<file path="config.mk">
export PLATFORM = sky130hd
export DESIGN_NAME = mips_multicycle_control
export DESIGN_NICKNAME = d
export VERILOG_FILES = /design/src/rtl/mips_multicycle_control.sv
export SDC_FILE = /design/constraint.sdc
export NUM_CORES = 1
export LEC_CHECK = 0
export BUFFER_PORTS_ARGS = -buffer_cell sky130_fd_sc_hd__buf_2
export CORE_UTILIZATION = 30
export CTS_BUF_LIST = sky130_fd_sc_hd__clkbuf_8
export DETAILED_ROUTE_END_ITERATION = 16
export PLACE_DENSITY = 0.5
export SYNTH_ARGS = -nofsm -noshare
export SYNTH_HDL_FRONTEND = slang
export SYNTH_SLANG_ARGS = --single-unit
</file>
<file path="constraint.sdc">
create_clock -name clk -period 3.7 [get_ports clk]
set_input_delay 0.74 -clock clk [delete_from_list [all_inputs] [get_ports clk]]
set_output_delay 0.74 -clock clk [all_outputs]
set_load 0.01 [all_outputs]
</file>
<file path="src/rtl/mips_multicycle_control.sv">
// Multicycle MIPS control FSM: sequences add/sub/slt/nor/addi/andi/lui/lw/sw/beq/bne/j/jr/jal/nop
// over a shared ALU/memory datapath, with a memory ready handshake, access timeout and sticky trap.
module mips_multicycle_control #(
  parameter int unsigned MEM_HANDSHAKE = 1,
  parameter int unsigned MEM_TIMEOUT   = 15,
  parameter int unsigned CNT_W         = $clog2(MEM_TIMEOUT + 2)
) (
  input  logic       clk,
  input  logic       rst_n,
  input  logic [5:0] op_in,
  input  logic [5:0] func_in,
  input  logic       mem_ready_in,
  output logic       pcWrite_out,
  output logic       pcWriteCond_out,
  output logic       bne_out,
  output logic       IorD_out,
  output logic       irWrite_out,
  output logic       memRead_out,
  output logic       memWrite_out,
  output logic       memToReg_out,
  output logic       regDst_out,
  output logic       regWrite_out,
  output logic       jal_out,
  output logic       ALUSrcA_out,
  output logic [1:0] ALUSrcB_out,
  output logic       extCntrl_out,
  output logic [3:0] ALUCntrl_out,
  output logic [1:0] PCSource_out,
  output logic [1:0] trap_cause_out,
  output logic [3:0] state_out
);

  typedef enum logic [3:0] {
    S_RST      = 4'd0,
    S_FETCH    = 4'd1,
    S_DECODE   = 4'd2,
    S_EXEC_R   = 4'd3,
    S_WB_R     = 4'd4,
    S_EXEC_I   = 4'd5,
    S_WB_I     = 4'd6,
    S_MEM_ADDR = 4'd7,
    S_MEM_RD   = 4'd8,
    S_MEM_WB   = 4'd9,
    S_MEM_WR   = 4'd10,
    S_BRANCH   = 4'd11,
    S_JUMP     = 4'd12,
    S_JUMP_REG = 4'd13,
    S_JAL      = 4'd14,
    S_TRAP     = 4'd15
  } state_t;

  localparam logic [3:0] ALU_AND = 4'b0000;
  localparam logic [3:0] ALU_ADD = 4'b0010;
  localparam logic [3:0] ALU_SUB = 4'b0110;
  localparam logic [3:0] ALU_SLT = 4'b0111;
  localparam logic [3:0] ALU_NOR = 4'b1100;
  localparam logic [3:0] ALU_LUI = 4'b1111;

  localparam logic [1:0] CAUSE_NONE    = 2'b00;
  localparam logic [1:0] CAUSE_ILLEGAL = 2'b01;
  localparam logic [1:0] CAUSE_TIMEOUT = 2'b10;

  state_t           state, state_nxt;
  logic [1:0]       cause, cause_nxt;
  logic [CNT_W-1:0] wait_cnt;
  logic             ready;
  logic             mem_state;
  logic             timeout_hit;

  assign ready       = (MEM_HANDSHAKE != 0) ? mem_ready_in : 1'b1;
  assign mem_state   = (state == S_FETCH) || (state == S_MEM_RD) || (state == S_MEM_WR);
  assign timeout_hit = (MEM_TIMEOUT != 0) && (wait_cnt == CNT_W'(MEM_TIMEOUT));

  always_ff @(posedge clk or negedge rst_n) begin
    if (!rst_n) begin
      state    <= S_RST;
      cause    <= CAUSE_NONE;
      wait_cnt <= '0;
    end else begin
      state <= state_nxt;
      cause <= cause_nxt;
      // Any state change clears the count, which covers entry into each memory state.
      if (state_nxt != state)
        wait_cnt <= '0;
      else if (mem_state && !ready && (wait_cnt != '1))
        wait_cnt <= wait_cnt + 1'b1;
    end
  end

  // Next-state and trap-cause logic
  always_comb begin
    state_nxt = state;
    cause_nxt = cause;
    unique case (state)
      S_RST: state_nxt = S_FETCH;
      S_FETCH, S_MEM_RD, S_MEM_WR: begin
        if (ready) begin
          if (state == S_FETCH)       state_nxt = S_DECODE;
          else if (state == S_MEM_RD) state_nxt = S_MEM_WB;
          else                        state_nxt = S_FETCH;
        end else if (timeout_hit) begin
          state_nxt = S_TRAP;
          cause_nxt = CAUSE_TIMEOUT;
        end
      end
      S_DECODE: begin
        unique case (op_in)
          6'h00: begin
            unique case (func_in)
              6'h20, 6'h22, 6'h2a, 6'h27: state_nxt = S_EXEC_R;
              6'h08:                      state_nxt = S_JUMP_REG;
              6'h00:                      state_nxt = S_FETCH;
              default: begin
                state_nxt = S_TRAP;
                cause_nxt = CAUSE_ILLEGAL;
              end
            endcase
          end
          6'h08, 6'h0c, 6'h0f: state_nxt = S_EXEC_I;
          6'h23, 6'h2b:        state_nxt = S_MEM_ADDR;
          6'h04, 6'h05:        state_nxt = S_BRANCH;
          6'h02:               state_nxt = S_JUMP;
          6'h03:               state_nxt = S_JAL;
          default: begin
            state_nxt = S_TRAP;
            cause_nxt = CAUSE_ILLEGAL;
          end
        endcase
      end
      S_EXEC_R:   state_nxt = S_WB_R;
      S_EXEC_I:   state_nxt = S_WB_I;
      S_MEM_ADDR: state_nxt = (op_in == 6'h2b) ? S_MEM_WR : S_MEM_RD;
      S_TRAP:     state_nxt = S_TRAP;
      default:    state_nxt = S_FETCH;
    endcase
  end

  // Moore output decode, refined by op/func where the datapath needs it
  always_comb begin
    pcWrite_out     = 1'b0;
    pcWriteCond_out = 1'b0;
    bne_out         = 1'b0;
    IorD_out        = 1'b0;
    irWrite_out     = 1'b0;
    memRead_out     = 1'b0;
    memWrite_out    = 1'b0;
    memToReg_out    = 1'b0;
    regDst_out      = 1'b0;
    regWrite_out    = 1'b0;
    jal_out         = 1'b0;
    ALUSrcA_out     = 1'b0;
    ALUSrcB_out     = 2'b00;
    extCntrl_out    = 1'b0;
    ALUCntrl_out    = ALU_AND;
    PCSource_out    = 2'b00;
    unique case (state)
      S_FETCH: begin
        memRead_out  = 1'b1;
        ALUSrcB_out  = 2'b01;
        ALUCntrl_out = ALU_ADD;
        irWrite_out  = ready;
        pcWrite_out  = ready;
      end
      S_DECODE: begin
        ALUSrcB_out  = 2'b11;
        extCntrl_out = 1'b1;
        ALUCntrl_out = ALU_ADD;
      end
      S_EXEC_R: begin
        ALUSrcA_out = 1'b1;
        unique case (func_in)
          6'h22:   ALUCntrl_out = ALU_SUB;
          6'h2a:   ALUCntrl_out = ALU_SLT;
          6'h27:   ALUCntrl_out = ALU_NOR;
          default: ALUCntrl_out = ALU_ADD;
        endcase
      end
      S_WB_R: begin
        regDst_out   = 1'b1;
        regWrite_out = 1'b1;
      end
      S_EXEC_I: begin
        ALUSrcA_out = 1'b1;
        ALUSrcB_out = 2'b10;
        unique case (op_in)
          6'h0c:   ALUCntrl_out = ALU_AND;
          6'h0f:   ALUCntrl_out = ALU_LUI;
          default: begin
            ALUCntrl_out = ALU_ADD;
            extCntrl_out = 1'b1;
          end
        endcase
      end
      S_WB_I: regWrite_out = 1'b1;
      S_MEM_ADDR: begin
        ALUSrcA_out  = 1'b1;
        ALUSrcB_out  = 2'b10;
        extCntrl_out = 1'b1;
        ALUCntrl_out = ALU_ADD;
      end
      S_MEM_RD: begin
        IorD_out    = 1'b1;
        memRead_out = 1'b1;
      end
      S_MEM_WB: begin
        memToReg_out = 1'b1;
        regWrite_out = 1'b1;
      end
      S_MEM_WR: begin
        IorD_out     = 1'b1;
        memWrite_out = 1'b1;
      end
      S_BRANCH: begin
        ALUSrcA_out     = 1'b1;
        ALUCntrl_out    = ALU_SUB;
        pcWriteCond_out = 1'b1;
        PCSource_out    = 2'b01;
        bne_out         = (op_in == 6'h05);
      end
      S_JUMP: begin
        pcWrite_out  = 1'b1;
        PCSource_out = 2'b10;
      end
      S_JUMP_REG: begin
        pcWrite_out  = 1'b1;
        PCSource_out = 2'b11;
      end
      S_JAL: begin
        pcWrite_out  = 1'b1;
        PCSource_out = 2'b10;
        regWrite_out = 1'b1;
        jal_out      = 1'b1;
      end
      default: ;
    endcase
  end

  assign trap_cause_out = cause;
  assign state_out      = state;

endmodule
</file>
==> reports/qor.yml, run 1 <==
diodes: 0
grt_pass1_wl_mm: 5.54
synthDistinctLibCells: 49
fin_ws_ns: 0.829
wl_per_cell_um: 13.5
max_freq_ghz: 0.348
yosys_warnings: 0
p_int_w: 0.000430
nets: 233
via_per_inst: 5.30
power.density_nw_per_um2: 575
clockBufferDepth: 2
grt_usage_pct: 16.5
drive_gt1_share_pct: 23.4
p_sw_share_pct: 50.3
endpoint_kind: "output port"
routed_wl_mm: 3.58
pwr-share-comb_pct: 56.7
period_minus_slack_ns: 2.87
synth_area_um2: 1240
initial_core_util_pct: 31.0
cts.sinks: 11
peakVddDrop_uv: 320
critPathRequiredTime_ns: 2.96
syn_inst: 179
tightest_slew_ns: 0.731
synth-async-reset-ratio_pct: 100
path_class: "input port to output port"
drc: 0
tritoncts: "yes"
synth_edf_count: 0
dr.pass1.iters: 4
p_leak_nw: 0.692
rsz0062_at_grt: "false"
ff2ff_path_depth: 5
postRouteAntennaNets: 0
fin_crit_sh_pct: 77.6
ys_ff_latch: 11
start_kind: "input port"
ctsHoldBuffers: 0
rows: 23
r2r-end: "wait_cnt[1]"
cts.repair.resized: 0
pre_cts_ws_ns: 0.842
p_seq_share_pct: 29.7
skew_ns: 0.00157
ys.flop_type: "dfrtp_1"
die_area_um2: 4400
syn_to_final_growth_pct: 21.3
cp_max_fo: 8
setup_tns_ns: 0
io_pins: 42
status: "finished, final reports clean"
cts_htree_levels: 1
syn_avg_cell_area_um2: 6.93
drtIter0Drc: 109
switchingPower_w: 0.000435
dp_hpwl_mm: 2.72
r2r-start: "state_out[2]"
vias: 1400
antenna_found_initial: 0
slew_headroom_pct: 51.3
clock_power_share_pct: 13.6
numCtsBuffers: 3
drv_cap: 0
setup_viol: 0
slew_violations: 0
r2r_slack_ns: 1.44
yosysSeqAreaShare_pct: 22.2
hold_violations: 0
grt_overflow: 0
hold_class: "input port to async pin"
port_buffers: 41
grt_max_degree: 26
gp_congestion: 0.774
arrival_ns: 2.13
syn-num-nets: 197
clk_pin_slew_ns: 0.05
fillers: 454
clk_latency_ns: 0.24
die_y_um: 66.3
dieWidth_um: 66.3
core_area_um2: 4000
grt_pass1_vias: 1235
cts_setup_buffers: 0
cts_root_buf: "clkbuf_8"
-- through the flow --
stage	std cells	hold slack, ns	total power [W]	utilization (%)	cell area [um^2]
floorplan	179	0.444	0.000576	-	1240
global placement	260	0.483	0.000754	36.5	1460
detailed placement	260	0.484	0.000753	36.5	1460
CTS	264	0.365	0.000878	37.6	1510
global route	264	0.382	0.000955	37.6	1510
finish	264	0.363	0.000866	37.6	1510
-- power by group through the flow --
stage          Sequential, W  Clock [W]  Combinational, W
2_1_floorplan       0.000192          0          0.000384
3_3_place_gp        0.000259          0          0.000495
3_5_place_dp        0.000258          0          0.000494
4_1_cts             0.000257   0.000125          0.000496
5_1_grt             0.000271   0.000127          0.000557
6_report            0.000257   0.000118          0.000491
-- metal layers --
layer	vias up	global-route usage, %	part of all wire (%)
li1	719	-	-
met4	0	6.38	1.0
met1	641	22.1	50
met5	-	0	0
met3	3	1.55	4.1
met2	37	26.9	45
-- logic make-up (layout without fill, tap and decap cells) --
logic type | after synthesis | after routing | synth area share (%)
AND/OR/NAND/NOR | 98 | 98 | 40.6
buffers and inverters | 14 | 49 | 5.14
XOR/XNOR | 3 | 3 | 2.12
adder cells (fa/ha/maj) | 3 | 3 | 3.02
multiplexers | 1 | 1 | 0.806
flip-flops | 11 | 11 | 22.2
AO/OA/AOI/OAI | 49 | 49 | 26.1
-- final cells by class --
cell class | count | area [um^2] | area share [%]
clock buffers | 3 | 41.3 | 2.74
well taps | 50 | 62.6 | 4.16
flip-flops and latches | 11 | 275 | 18.3
repair buffers | 41 | 205 | 13.6
multi-input cells | 154 | 902 | 59.9
clock inverters | 1 | 3.75 | 0.249
inverters | 4 | 15.0 | 0.998
-- cell usage in the layout (no fill, tap or decap), types with 2 or more instances in the layout --
master	n
nand4_1	2
a31oi_1	2
ha_1	3
a211o_1	2
nor2b_1	8
nand3_1	8
o21a_1	2
or2_2	2
a21oi_1	12
o32ai_1	2
or4_1	2
nand2b_1	7
and3_1	3
buf_2	41
nand2_1	18
dfrtp_1	11
o211ai_1	2
nand3b_1	3
clkbuf_8	3
o311ai_0	2
nor3_1	5
o221ai_1	2
nor2_1	28
nor3b_1	2
o21ai_0	13
or3_1	3
inv_1	5
xnor2_1	2
-- cell usage after synthesis (2+ instances only) --
| cell type | number | share of area, % |
|---|---|---|
| xnor2_1 | 2 | 1.4 |
| a211o_1 | 2 | 1.4 |
| nand4_1 | 2 | 1.0 |
| o21ai_0 | 13 | 5.2 |
| and3_1 | 3 | 1.5 |
| nand3_1 | 8 | 3.2 |
| nand3b_1 | 3 | 1.8 |
| nand2b_1 | 7 | 3.5 |
| o32ai_1 | 2 | 1.4 |
| a31oi_1 | 2 | 1.0 |
| ha_1 | 3 | 3.0 |
| nand2_1 | 18 | 5.4 |
| a21oi_1 | 12 | 4.8 |
| inv_1 | 4 | 1.2 |
| or3_1 | 3 | 1.5 |
| o311ai_0 | 2 | 1.4 |
| o221ai_1 | 2 | 1.4 |
| nor2b_1 | 8 | 4.0 |
| or2_2 | 2 | 1.0 |
| o211ai_1 | 2 | 1.2 |
| nor2_1 | 28 | 8.5 |
| nor3_1 | 5 | 2.0 |
| nor3b_1 | 2 | 1.2 |
| or4_1 | 2 | 1.2 |
| dfrtp_1 | 11 | 22 |
| clkbuf_1 | 5 | 1.5 |
| buf_2 | 3 | 1.2 |
| o21a_1 | 2 | 1.2 |
-- how the worst max path moves through the flow --
stage                        start               to  slack [ns]  cells after the start
final                     op_in[0]  ALUCntrl_out[2]        0.83                      6
after CTS                 op_in[0]  ALUCntrl_out[2]        0.83                      6
after detailed placement  op_in[0]  ALUCntrl_out[2]        0.84                      6
after global routing      op_in[0]  ALUCntrl_out[2]        0.75                      6
after floorplan           op_in[2]  ALUCntrl_out[2]        1.11                      5
after global placement    op_in[0]  ALUCntrl_out[2]        0.85                      6
-- worst max-delay path, stage by stage --
cell and delay, ns:
buf_2 0.16, nand2_1 0.12, or4_1 0.57, o32ai_1 0.28
and2_1 0.15, buf_2 0.12
-- flip-flops by register name (all words and copies together) (netlist names) --
| register | cells |
|---|---|
| wait_cnt | 5 |
| trap_cause_out | 2 |
| state_out | 4 |
Power figures use the tool's default switching activity.
==> inputs of run 2 (changes only) <==
- PLACE_DENSITY: 0.5 -> 0.52
- clock period: 3.7 -> 2.4 ns (I/O delays scaled with it)
==> run 2 against run 1 <==
  * Core utilization increased by 1.6 points
  * Sequential power rose by 30%
  * Non-clock buffer count rose by 7
  * Via count grew 4.3%
  * Routed wire length is 2.2% higher
  * Worst hold slack got worse by 0.25 ns
  * Cell count increased by 2.7%
  * Flip-flop and latch count did not move
  * Critical path type unchanged
  * Critical endpoint unchanged
  * Highest routed layer unchanged
==> reports/qor.yml, run 2 (synthesis results as in run 1) <==
cts_root_buf: "clkbuf_8"  # unchanged
max_freq_ghz: 0.441
clk_latency_ns: 0.23  # was 0.24 ns
cts_setup_buffers: 0  # unchanged
power.density_nw_per_um2: 882  # was 575 nW/um^2
grt_max_degree: 24  # was 26
start_kind: "input port"  # unchanged
wl_per_cell_um: 13.5  # about the same
dp_hpwl_mm: 2.76  # was 2.72 mm
hold_violations: 0  # unchanged
grt_overflow: 0  # unchanged
dieWidth_um: 66.3  # unchanged
setup_tns_ns: 0  # unchanged
path_class: "input port to output port"  # unchanged
cts_htree_levels: 1  # unchanged
slew_violations: 0  # unchanged
setup_viol: 0  # unchanged
cp_max_fo: 8  # unchanged
peakVddDrop_uv: 276  # was 320 uV
cts.sinks: 11  # unchanged
core_area_um2: 4000  # unchanged
top_register: "wait_cnt"  # unchanged
hold_slack_ns: 0.109  # was 0.363 ns
numCtsBuffers: 3  # unchanged
dr.pass1.iters: 4  # unchanged
arrival_ns: 1.79  # was 2.13 ns
period_minus_slack_ns: 2.27
io_pins: 42  # unchanged
grt_usage_pct: 16.7  # was 16.5%
syn_to_final_growth_pct: 26.4  # was 21.3%
largest_reg_flops: 5  # unchanged
routed_wl_mm: 3.65  # was 3.58 mm
vias: 1460  # was 1400
critPathRequiredTime_ns: 1.92  # was 2.96 ns
tightest_slew_ns: 0.551  # was 0.731 ns
hold_class: "input port to async pin"  # unchanged
drive_gt1_share_pct: 26.7  # was 23.4%
grt_pass1_wl_mm: 5.75  # was 5.54 mm
die_y_um: 66.3  # unchanged
drtIter0Drc: 74  # was 109
r2r-end: "state_out[3]"  # was wait_cnt[1]
rsz0062_at_grt: "false"  # unchanged
ctsHoldBuffers: 0  # unchanged
status: "finished, final reports clean"  # unchanged
p_leak_nw: 0.728  # was 0.692 nW
die_area_um2: 4400  # unchanged
diodes: 0  # unchanged
skew_ns: 0.00206  # was 0.00157 ns
rows: 23  # unchanged
endpoint_kind: "output port"  # unchanged
clk_pin_slew_ns: 0.05  # about the same
drv_cap: 0  # unchanged
r2r-start: "wait_cnt[0]"  # was state_out[2]
clockBufferDepth: 2  # unchanged
nets: 240  # was 233
via_per_inst: 5.39  # was 5.30
port_buffers: 41  # unchanged
layout_common_cells: "41 x buf_2, 28 x nor2_1, 18 x nand2_1"  # unchanged
tritoncts: "yes"  # unchanged
slew_headroom_pct: 63.2  # was 51.3%
gp_congestion: 0.788  # was 0.774
grt_pass1_vias: 1248  # was 1235
antenna_found_initial: 0  # unchanged
postRouteAntennaNets: 0  # unchanged
ff2ff_path_depth: 8  # was 5
final_common_cell: "buf_2"  # unchanged
cts.repair.resized: 0  # unchanged
drc: 0  # unchanged
fin_crit_sh_pct: 94.4
initial_core_util_pct: 31.0  # unchanged
r2r_slack_ns: 0.29  # was 1.44 ns
==> run 2: cell types whose count changed in the layout (fill, tap and decap cells not counted) <==
| cell | previous run | this run |
|---|---|---|
| o32ai_2 | 0 | 1 |
| or4_4 | 1 | 2 |
| or4_1 | 2 | 1 |
| o32ai_1 | 2 | 1 |
| buf_4 | 0 | 7 |
==> run 2: metrics by stage <==
| stage | utilization [%] | worst slack (ns) | power (W) | instance area, um^2 | cells |
|---|---|---|---|---|---|
| 3_3_place_gp | 37.8 | 0.149 | 0.00121 | 1510 | 267 |
| 3_5_place_dp | 37.8 | 0.120 | 0.00120 | 1510 | 267 |
| 5_1_grt | 39.2 | 0.0474 | 0.00150 | 1570 | 271 |
| 6_report | 39.2 | 0.134 | 0.00138 | 1570 | 271 |
| 4_1_cts | 38.9 | 0.122 | 0.00138 | 1560 | 271 |
| 2_1_floorplan | - | 0.331 | 0.000888 | 1240 | 179 |
==> run 2: final cells by class <==
type                       instances  area [um^2]
fill                             454         2430
multi-input combinational        154          913
sequential                        11          275
timing repair buffer              48          258
tap                               50         62.6
clock buffer                       3         41.3
inverter                           4         15.0
clock inverter                     1         3.75
==> run 2: worst max-delay path, cell delays in order <==
cell and delay (ns):
buf_2 0.14, nand2_1 0.09, or4_4 0.52, o32ai_2 0.27, and2_1 0.16, buf_2 0.12
==> run 2: layer usage <==
metal  share of wire [%]  up-vias  track usage (%)
li1                    -      730                -
met1                  51      694             24.1
met2                  45       34             26.8
met3                 3.8        2             1.38
met4                0.33        0             3.19
met5                   0        -                0
==> run 2: how the worst max path moves through the flow <==
stage	start	endpoint	slack (ns)	cells after the start
after detailed placement	op_in[1]	ALUCntrl_out[0]	0.12	6
final	op_in[1]	ALUCntrl_out[2]	0.13	6
after global routing	op_in[1]	ALUCntrl_out[0]	0.05	6
after floorplan	op_in[2]	ALUCntrl_out[2]	0.33	5
after global placement	op_in[1]	ALUCntrl_out[2]	0.15	6
after CTS	op_in[1]	ALUCntrl_out[3]	0.12	7
==> run 2: report_power, final <==
group / switching, W / internal (W) / leakage, nW
Sequential: 0.0000981 / 0.000234 / 0.142
Combinational: 0.000524 / 0.000351 / 0.559
Clock: 0.0000637 / 0.000112 / 0.0269
Total: 0.000686 / 0.000698 / 0.728
==> inputs of run 3 (changes only) <==
- REMOVE_ABC_BUFFERS: not set -> 1
- TNS_END_PERCENT: not set -> 100
==> run 3 against run 2 <==
  * Cell count is 0.37% lower
  * Flip-flop and latch count stayed put
  * Via count is 2.1% lower
  * Global-route usage is 0.72 points lower
  * Total power is 0.95% lower
  * Non-clock buffer count is 1 lower
  * Critical endpoint unchanged
  * Largest cell class unchanged
  * Highest routed layer is now met3
==> reports/qor.yml, run 3 (synthesis results as in run 1) <==
status: "finished, final reports clean"  # unchanged
routed_wl_mm: 3.55  # was 3.65 mm
tritoncts: "yes"  # unchanged
cts.sinks: 11  # unchanged
dp_hpwl_mm: 2.71  # was 2.76 mm
r2r-end: "state_out[3]"  # unchanged
grt_overflow: 0  # unchanged
cts_root_buf: "clkbuf_8"  # unchanged
grt_max_degree: 24  # unchanged
drtIter0Drc: 79  # was 74
cts.repair.resized: 0  # unchanged
hold_violations: 0  # unchanged
p_leak_nw: 0.721  # was 0.728 nW
path_class: "input port to output port"  # unchanged
hold_class: "input port to async pin"  # unchanged
hold_slack_ns: 0.108  # was 0.109 ns
r2r-start: "wait_cnt[0]"  # unchanged
clk_latency_ns: 0.23  # about the same
grt_pass1_vias: 1199  # was 1248
setup_viol: 0  # unchanged
initial_core_util_pct: 31.0  # unchanged
arrival_ns: 1.81  # was 1.79 ns
endpoint_kind: "output port"  # unchanged
syn_to_final_growth_pct: 24.9  # was 26.4%
drive_gt1_share_pct: 25.5  # was 26.7%
die_y_um: 66.3  # unchanged
critPathRequiredTime_ns: 1.92  # about the same
io_pins: 42  # unchanged
tightest_slew_ns: 0.509  # was 0.551 ns
layout_common_cells: "41 x buf_2, 28 x nor2_1, 18 x nand2_1"  # unchanged
slew_violations: 0  # unchanged
numCtsBuffers: 3  # unchanged
port_buffers: 41  # unchanged
power.density_nw_per_um2: 884  # was 882 nW/um^2
skew_ns: 0.00164  # was 0.00206 ns
start_kind: "input port"  # unchanged
vias: 1429  # was 1460
final_common_cell: "buf_2"  # unchanged
finalPower_w: 0.00137  # was 0.00138 W
largest_reg_flops: 5  # unchanged
r2r_slack_ns: 0.33  # was 0.29 ns
drv_cap: 0  # unchanged
cp_max_fo: 8  # unchanged
peakVddDrop_uv: 404  # was 276 uV
core_area_um2: 4000  # unchanged
grt_usage_pct: 15.9  # was 16.7%
wl_per_cell_um: 13.2  # was 13.5 um
die_area_um2: 4400  # unchanged
antenna_found_initial: 0  # unchanged
clockBufferDepth: 2  # unchanged
gp_congestion: 0.757  # was 0.788
rows: 23  # unchanged
ff2ff_path_depth: 8  # unchanged
cts_setup_buffers: 0  # unchanged
postRouteAntennaNets: 0  # unchanged
top_register: "wait_cnt"  # unchanged
diodes: 0  # unchanged
dieWidth_um: 66.3  # unchanged
period_minus_slack_ns: 2.29  # was 2.27 ns
fin_crit_sh_pct: 95.3  # was 94.4%
cts_htree_levels: 1  # unchanged
via_per_inst: 5.29  # was 5.39
nets: 239  # was 240
slew_headroom_pct: 66.0  # was 63.2%
ctsHoldBuffers: 0  # unchanged
clk_pin_slew_ns: 0.05  # about the same
dr.pass1.iters: 4  # unchanged
fin_ws_ns: 0.112  # was 0.134 ns
rsz0062_at_grt: "false"  # unchanged
grt_pass1_wl_mm: 5.53  # was 5.75 mm
drc: 0  # unchanged
setup_tns_ns: 0  # unchanged
pre_cts_ws_ns: 0.124  # was 0.120 ns
max_freq_ghz: 0.437  # was 0.441 GHz
## run 3: cell count changes in the layout (fill, tap and decap cells not counted), sizes merged
cell | previous run | this run
buf | 48 | 47
## run 3: stage by stage
| stage | util [%] | area [um^2] | instances |
|---|---|---|---|
| floorplan | - | 1190 | 169 |
| global placement | 37.6 | 1510 | 266 |
| detailed placement | 37.6 | 1510 | 266 |
| CTS | 38.8 | 1550 | 270 |
| global route | 38.8 | 1550 | 270 |
| finish | 38.8 | 1550 | 270 |
## run 3: where the power goes
| group | internal (W) | switching [W] |
|---|---|---|
| logic | 0.000349 | 0.000535 |
| clock network | 0.000112 | 0.0000677 |
| registers | 0.000235 | 0.0000710 |
## run 3: layout make-up
class                           instances  area, um^2
Timing Repair Buffer                   47         250
Fill cell                             436        2450
Clock inverter                          1        3.75
Inverter                                4        15.0
Tap cell                               50        62.6
Clock buffer                            3        41.3
Multi-Input combinational cell        154         902
Sequential cell                        11         275
## run 3: routing by layer
layer	global-route usage, %	vias to the layer above	routed length (um)
met1	23.0	661	1810
met4	3.19	0	0
met5	0	-	0
li1	-	730	-
met3	1.21	0	149
met2	25.8	38	1590
## run 3: worst max path at each step
stage | start | endpoint | depth (start not counted)
final | op_in[1] | ALUCntrl_out[2] | 6
after global routing | op_in[1] | ALUCntrl_out[2] | 6
after CTS | op_in[1] | ALUCntrl_out[2] | 6
after detailed placement | op_in[1] | ALUCntrl_out[2] | 6
after global placement | op_in[1] | ALUCntrl_out[2] | 6
after floorplan | op_in[0] | ALUCntrl_out[2] | 4
## run 3: worst max-delay path, cell delays in order
cell and delay [ns]:
buf_2 0.15, nand2_1 0.08, or4_1 0.56, o32ai_1 0.28, and2_1 0.15, buf_2 0.12
